`src/rtl/regfile_pkg.sv`:
```
// Shared defaults and helpers for the multi-port integer register file.
// Imported by regfile_scoreboard and regfile_mp.
package regfile_pkg;

    localparam int XLEN_DEF  = 32;
    localparam int NREGS_DEF = 32;
    localparam int ZERO_REG  = 0;

    function automatic int addr_width(input int nregs);
        return (nregs > 1) ? $clog2(nregs) : 1;
    endfunction

endpackage

```
`src/rtl/regfile_scoreboard.sv`:
```
// Busy-bit scoreboard: one bit per register, set on alloc, cleared on writeback or flush.
// Exports both the registered busy vector and its next state for the read bypass.
module regfile_scoreboard
    import regfile_pkg::*;
#(
    parameter  int NREGS  = NREGS_DEF,
    parameter  int NUM_WR = 1,
    localparam int AW     = addr_width(NREGS)
) (
    input  logic                 clk,
    input  logic                 rst_n,
    input  logic [NUM_WR-1:0]    wr_en,
    input  logic [NUM_WR*AW-1:0] wr_addr,
    input  logic                 alloc_en,
    input  logic [AW-1:0]        alloc_addr,
    input  logic                 flush,
    output logic [NREGS-1:0]     busy_q,
    output logic [NREGS-1:0]     busy_d
);

    // Statements run from lowest to highest priority, so each later one overrides.
    always_comb begin
        // NOTE: combinational logic uses blocking assignments, and the default
        // copy on the first line guarantees no latch is inferred.
        busy_d = busy_q;
        for (int p = 0; p < NUM_WR; p++) begin
            if (wr_en[p]) begin
                busy_d[wr_addr[p*AW +: AW]] = 1'b0;
            end
        end
        if (alloc_en) begin
            busy_d[alloc_addr] = 1'b1;
        end
        if (flush) begin
            busy_d = '0;
        end
        busy_d[ZERO_REG] = 1'b0;
    end

    // NOTE: sequential state is updated with non-blocking assignments only.
    always_ff @(posedge clk or negedge rst_n) begin
        if (!rst_n) begin
            busy_q <= '0;
        end else begin
            busy_q <= busy_d;
        end
    end

endmodule

```
`src/rtl/regfile_mp.sv`:
```
// Multi-port integer register file with registered reads and integrated busy scoreboard.
// Define RF_WR_BYPASS_EN to forward same-cycle write data and busy next-state to the read ports.
module regfile_mp
    import regfile_pkg::*;
#(
    parameter  int XLEN   = XLEN_DEF,
    parameter  int NREGS  = NREGS_DEF,
    parameter  int NUM_RD = 2,
    parameter  int NUM_WR = 1,
    localparam int AW     = addr_width(NREGS)
) (
    input  logic                     clk,
    input  logic                     rst_n,
    input  logic [NUM_RD*AW-1:0]     rd_addr_ip,
    output logic [NUM_RD*XLEN-1:0]   rd_data_op,
    output logic [NUM_RD-1:0]        rd_busy_op,
    input  logic [NUM_WR-1:0]        wr_en_ip,
    input  logic [NUM_WR*AW-1:0]     wr_addr_ip,
    input  logic [NUM_WR*XLEN-1:0]   wr_data_ip,
    input  logic                     alloc_en_ip,
    input  logic [AW-1:0]            alloc_addr_ip,
    input  logic                     flush_ip
);

    logic [NREGS-1:0][XLEN-1:0] regs;
    logic [NREGS-1:0][XLEN-1:0] regs_d;
    logic [NREGS-1:0][XLEN-1:0] regs_rd;
    logic [NREGS-1:0]           busy_q;
    logic [NREGS-1:0]           busy_d;
    logic [NREGS-1:0]           busy_rd;
    logic [NUM_RD*XLEN-1:0]     rd_data_d;
    logic [NUM_RD-1:0]          rd_busy_d;

    regfile_scoreboard #(
        .NREGS  (NREGS),
        .NUM_WR (NUM_WR)
    ) u_scoreboard (
        .clk        (clk),
        .rst_n      (rst_n),
        .wr_en      (wr_en_ip),
        .wr_addr    (wr_addr_ip),
        .alloc_en   (alloc_en_ip),
        .alloc_addr (alloc_addr_ip),
        .flush      (flush_ip),
        .busy_q     (busy_q),
        .busy_d     (busy_d)
    );

    // Ports are applied in ascending order, so the highest-index writer of an address wins.
    always_comb begin
        regs_d = regs;
        for (int p = 0; p < NUM_WR; p++) begin
            if (wr_en_ip[p] && wr_addr_ip[p*AW +: AW] != AW'(ZERO_REG)) begin
                regs_d[wr_addr_ip[p*AW +: AW]] = wr_data_ip[p*XLEN +: XLEN];
            end
        end
    end

    // NOTE: the storage array is reset because reset must clear architectural
    // state; this keeps it in flops rather than a RAM macro.
    always_ff @(posedge clk or negedge rst_n) begin
        if (!rst_n) begin
            regs <= '0;
        end else begin
            regs <= regs_d;
        end
    end

`ifdef RF_WR_BYPASS_EN
    assign regs_rd = regs_d;
    assign busy_rd = busy_d;
`else
    logic unused_busy_d;
    assign regs_rd       = regs;
    assign busy_rd       = busy_q;
    // Next-state busy is only consumed by the bypass path.
    assign unused_busy_d = ^busy_d;
`endif

    // Row 0 is never written and its busy bit is forced low, so x0 reads as zero/not busy.
    always_comb begin
        rd_data_d = '0;
        rd_busy_d = '0;
        for (int p = 0; p < NUM_RD; p++) begin
            rd_data_d[p*XLEN +: XLEN] = regs_rd[rd_addr_ip[p*AW +: AW]];
            rd_busy_d[p]              = busy_rd[rd_addr_ip[p*AW +: AW]];
        end
    end

    always_ff @(posedge clk or negedge rst_n) begin
        if (!rst_n) begin
            rd_data_op <= '0;
            rd_busy_op <= '0;
        end else begin
            rd_data_op <= rd_data_d;
            rd_busy_op <= rd_busy_d;
        end
    end

endmodule

```
`config.mk`:
```
export PLATFORM = sky130hd
export DESIGN_NAME = regfile_mp
export DESIGN_NICKNAME = d
export VERILOG_FILES = /design/src/rtl/regfile_pkg.sv /design/src/rtl/regfile_scoreboard.sv /design/src/rtl/regfile_mp.sv
export SDC_FILE = /design/constraint.sdc
export NUM_CORES = 2
export LEC_CHECK = 0
export ABC_AREA = 1
export BUFFER_PORTS_ARGS = -buffer_cell sky130_fd_sc_hd__buf_2
export CAP_MARGIN = 20
export CORE_ASPECT_RATIO = 0.8
export CORE_MARGIN = 2
export CORE_UTILIZATION = 53
export CTS_CLUSTER_DIAMETER = 120
export DETAILED_ROUTE_END_ITERATION = 8
export GPL_ROUTABILITY_DRIVEN = 1
export PLACE_DENSITY = 0.69
export SETUP_SLACK_MARGIN = 0.4
export SYNTH_ARGS = -nofsm -noshare
export SYNTH_HDL_FRONTEND = slang
export SYNTH_SLANG_ARGS = --single-unit
export TNS_END_PERCENT = 100
```
`constraint.sdc`:
```
create_clock -name clk -period 2.9 [get_ports clk]
set_input_delay 0.87 -clock clk [delete_from_list [all_inputs] [get_ports clk]]
set_output_delay 0.87 -clock clk [all_outputs]
set_load 0.01 [all_outputs]
```
; After elaboration in Yosys (flattened, before gate mapping)
; Index checks and enable logic that the tools add are counted.
[totals]
ff_bits = 1121
latchBits = 0
mem_bits_rw = 0
rom_bits = 0
in_bits = 57
out_inout_bits = 66
word_cells = 66
memories = 0
[op_classes]
addsub = 0
mul = 0
div = 0
magnitude_cmp = 6
eq_ne = 0
shifts = 0
muxes = 18
bitwise = 3
n_reduce_logical = 4
[op_table]
columns = op, n
row1 = $bwmux 1024, 1
row2 = $bmux 32 s5, 2
row3 = $mux 32, 6
row4 = $demux 32 s5, 1
row5 = $and 32x32->32, 1
row6 = $not 32->32, 1
row7 = $or 32x32->32, 1
row8 = $lt 5x6->1 const B, 4
row9 = $bmux 1 s5, 2
row10 = $demux 1 s5, 2
row11 = $ge 5x1->1 const B, 2
row12 = $reduce_bool 5->1, 1
row13 = $mux 1, 4
row14 = $logic_and 1x1->1, 3

; Logic depth before layout (Yosys ltp)
[logic_depth]
ltp_word = 10
depth_mapped = 13
depth_no_buf = 9

; Modules after synthesis
; A second synthesis with hierarchy kept.
[hier_totals]
cells_unflattened = 8692
area_unflattened_um2 = 59938.7
[by_module_without_submodules]
columns = mod, instances, cells_per_inst, area_per_inst_um2, seq_area_each_um2
row1 = regfile_mp, 1, 8488, 58328.4, 27276.2
row2 = regfile_scoreboard, 1, 204, 1610.3, 775.7

; Worst setup path after synthesis
; OpenSTA, ideal clock, no wires.
[synth_path]
path_kind = input-to-reg
startpoint = in rd_addr_ip[0]
endpoint = reg rd_data_op[10]
setup_ns = 0.117
arrival_ns = 1.899
t_required_ns = 2.783
setup_slack_ns = 0.884
cell_stages = 13
path_cell_list = buf_2 -> inv_2 -> buf_4 -> buf_4 -> buf_4 -> nand2_1 -> nand3_1 -> nand3_1 -> nand2_1 -> nand2_1 -> nand2_1 -> nand2_1 -> nand2_1
[synth_between]
elab_chain_len = 2
[synth_rtl]
columns = item, line_no
row1 = "start, declared", regfile_mp.sv:14  ; input logic [NUM_RD*AW-1:0] rd_addr_ip,
row2 = $bmux 32 s5, regfile_mp.sv:85  ; rd_data_d[p*XLEN +: XLEN] = regs_rd[rd_addr_ip[p*AW +: AW]];
row3 = $mux 32 (not written as such), regfile_mp.sv:85
row4 = named net rd_data_d[10], regfile_mp.sv:31  ; logic [NUM_RD*XLEN-1:0] rd_data_d;
row5 = "end signal, assigned", regfile_mp.sv:95  ; rd_data_op <= rd_data_d;
row6 = "end, declared", regfile_mp.sv:15  ; output logic [NUM_RD*XLEN-1:0] rd_data_op,
; The timed path passes the listed nets, and every way through them passes these cells. The select of a mux whose other input is x is not followed.
; A chain may end at the register's enable or synchronous reset.

; Worst setup path in the final report
[layout_path]
startpoint = reg rd_data_op[54]
endpoint = out rd_data_op[54]
; No word-level cell between the ends.

==> flow_metrics.env <==
export IMPL_status="completed"
export IMPL_hold_path_class="input port to async pin"
export IMPL_gp_congestion=0.889
export IMPL_io_buffers=122
export IMPL_criticalPathCategory="flip-flop to output port"
export IMPL_reg2reg_depth=8
export IMPL_cts_tree="built"
export IMPL_cts_setup_buffers=0
export IMPL_crit_path_max_incr_delay_ns=0.58
export IMPL_first_pass_iters=7
export IMPL_post_synth_top_area_cell="dfrtp_1"
export IMPL_clock_path_buffers=3
export IMPL_vias_per_cell=6.15
export IMPL_setup_violations=0
export IMPL_htree_levels=3
export IMPL_ys_seq_area_share_pct=46.0
export IMPL_antenna_found_initial=7
export IMPL_async_flop_share_pct=100
export IMPL_rsz0062_at_grt="false"
export IMPL_synth_commonest_cells="4050 x nand2_1, 1587 x nand3_1, 1121 x dfrtp_1"
export IMPL_maxCapViolCount=0
export IMPL_path_clk_slew_ns=0.07
export IMPL_clk_latency_ns=0.74
export IMPL_skew_ns=0.0173
export IMPL_ir_drop_mv=0.738
export IMPL_cts_buffers=111
export IMPL_finish_utilization_pct=58.7
export IMPL_finalHoldViolations=0
export IMPL_grt_first_pass_wirelength_mm=351
export IMPL_postRouteAntennaNets=0
export IMPL_drcViolationCount=0
export IMPL_timing_rr_end="rd_data_op[45]$_DFF_PN0_"
export IMPL_startpoint_type="flip-flop"
export IMPL_hold_ws_ns=0.0969
export IMPL_period_share_pct=83.2
export IMPL_min_period_ns=2.41
export IMPL_cp_max_fo=1
export IMPL_p_seq_share_pct=46.7
export IMPL_io_pins=123
export IMPL_setup_tns_final_ns=0
export IMPL_routed_wl_mm=230
export IMPL_grt_pass1_vias=56999
export IMPL_cp_endpoint="rd_data_op[54]"
export IMPL_synth_most_common_cell="nand2_1"
export IMPL_dieArea_sq_um=118000
export IMPL_powerDensity_nw_per_um2=657
export IMPL_rows=111
export IMPL_drive_gt1_share_pct=7.53
export IMPL_crit_required_ns=2.03
export IMPL_die_h_microns=307
export IMPL_path_buf_inv=1
export IMPL_dp_final_hpwl_mm=129
export IMPL_grt_max_degree=122
export IMPL_grt_overflow=0
export IMPL_internal_power_uw=30100
export IMPL_initial_core_util_pct=53.3
export IMPL_cts_sinks=1121
export IMPL_clkPwrFrac_pct=33.9
export IMPL_max_slew_worst_pin_slew_ns=0.802
export IMPL_vias=61512
export IMPL_yosys_warnings=0
export IMPL_nNetsFinal=8444
export IMPL_crit_chain="buf_2"
export IMPL_drt_iter0_drc=10032
export IMPL_worstSetupStartpoint="rd_data_op[54]$_DFF_PN0_"
export IMPL_yosys_top_cells_area="dfrtp_1 46%, nand2_1 25%, nand3_1 13%"
export IMPL_relSlewSlack_pct=46.3
export IMPL_slew_viol_final=0
export IMPL_synth_top_area_share_pct=46.0
export IMPL_swShare_pct=31.7
export IMPL_area_growth_pct=10.1
export IMPL_netlist_instances=8661
export IMPL_crit_path_top_delay_cell="dfrtp_1"
export IMPL_ys_types=21
export IMPL_p_leak_uw=0.0326
export IMPL_end_kind="output port"
export IMPL_switchingPower_uw=14000
export IMPL_cp_arrival_ns=1.54
export IMPL_path_depth=1
export IMPL_syn_num_nets=8718
export IMPL_core_area_sq_um=114000
export IMPL_r2r_slack_ns=1.52
export IMPL_avgSynthCellArea_sq_um=7.05
export IMPL_synthFlopType="dfrtp_1"
export IMPL_root_buffer="clkbuf_16"
export IMPL_wl_per_cell_microns=23.0
export IMPL_die_w_microns=383
export IMPL_grt_usage_pct=38.8
export IMPL_synth_seq_cells=1121
export IMPL_cts_resized=0
export IMPL_synth_edf_count=0
export IMPL_netlist_area_sq_um=61000
export IMPL_cts_hold_buf=0
export IMPL_combPwrFrac_pct=19.4
export IMPL_cpLargestDelayFamily="flip-flops"
export IMPL_timing_rr_start="regs[45]$_DFFE_PN0P_"
export IMPL_fmax_ghz=0.415
## per-layer routing
layer	share of wire (%)	global-route usage [%]
met5	0.0056	0
met4	4.3	15.4
met3	14	9.34
met2	42	57.1
met1	40	55.1
## sequential cells by signal (all words and copies together) (netlist names)
signal / flops
regs: 1024
rd_data_op: 64
u_scoreboard.busy_q: 31
rd_busy_op: 2
## per-stage QoR
step / cells / area, sq um / total power [uW] / setup slack [ns]
2_1_floorplan: 8661 / 61000 / 26000 / 0.884
3_3_place_gp: 9799 / 63500 / 28800 / 0.395
3_5_place_dp: 9799 / 63500 / 29200 / 0.381
4_1_cts: 9998 / 67200 / 44000 / 0.491
5_1_grt: 9999 / 67200 / 46300 / 0.499
6_report: 10001 / 67200 / 44100 / 0.488
## cell families after synthesis
| logic type | share of synthesized area, % |
|---|---|
| compound gates | 8.43 |
| simple gates | 38.2 |
| flops | 46.0 |
| buf+inv | 7.35 |
## layout by cell type, fill, tap and decap left out
master | netlist | layout
buf_6 | 101 | 2
diode_2 | 0 | 3
clkbuf_1 | 297 | 33
o21ai_1 | 486 | 486
buf_4 | 41 | 154
nand2_1 | 4050 | 4019
inv_2 | 4 | 4
inv_4 | 1 | 3
clkinv_2 | 0 | 19
buf_12 | 0 | 138
clkinvlp_4 | 0 | 1
and3_1 | 1 | 1
inv_8 | 0 | 4
inv_6 | 0 | 2
o21ai_0 | 499 | 499
nor2_1 | 3 | 3
clkbuf_16 | 0 | 113
buf_2 | 284 | 113
buf_8 | 0 | 5
nand2_4 | 0 | 31
a21oi_1 | 31 | 31
o21ai_2 | 7 | 7
nor3_4 | 5 | 5
nor3_2 | 4 | 4
nand3_1 | 1587 | 1587
nor3_1 | 10 | 10
bufinv_16 | 0 | 9
clkbuf_8 | 0 | 24
inv_1 | 51 | 45
dfrtp_1 | 1121 | 1121
## worst min path at each step
stage                                 to  cells after the start           startpoint  slack, ns
floorplan            regs[0]$_DFFE_PN0P_                      1  regs[0]$_DFFE_PN0P_       0.45
global placement     regs[4]$_DFFE_PN0P_                      0  regs[4]$_DFFE_PN0P_       0.39
detailed placement   regs[5]$_DFFE_PN0P_                      0  regs[5]$_DFFE_PN0P_       0.39
CTS                  regs[9]$_DFFE_PN0P_                      1                rst_n       0.08
global route        regs[41]$_DFFE_PN0P_                      1                rst_n        0.1
finish              regs[41]$_DFFE_PN0P_                      1                rst_n        0.1
## power groups by stage
| stage | registers (uW) | logic, uW | clock network (uW) |
|---|---|---|---|
| 2_1_floorplan | 20200 | 5850 | 0 |
| 3_3_place_gp | 20700 | 8170 | 0 |
| 3_5_place_dp | 20700 | 8430 | 0 |
| 4_1_cts | 20500 | 8470 | 15000 |
| 5_1_grt | 20900 | 9730 | 15600 |
| 6_report | 20600 | 8580 | 14900 |
## cell type report
type                    instances  area [sq um]
flip-flops and latches       1121         28100
well taps                    1525          1910
clock inverters                29           373
repair buffers                412          4580
clock buffers                 170          3280
fillers                     10660         47300
multi-input cells            6683         28700
inverters                      58           265
diodes                          3          7.51
Note: power is estimated with default switching activity, not from simulation.
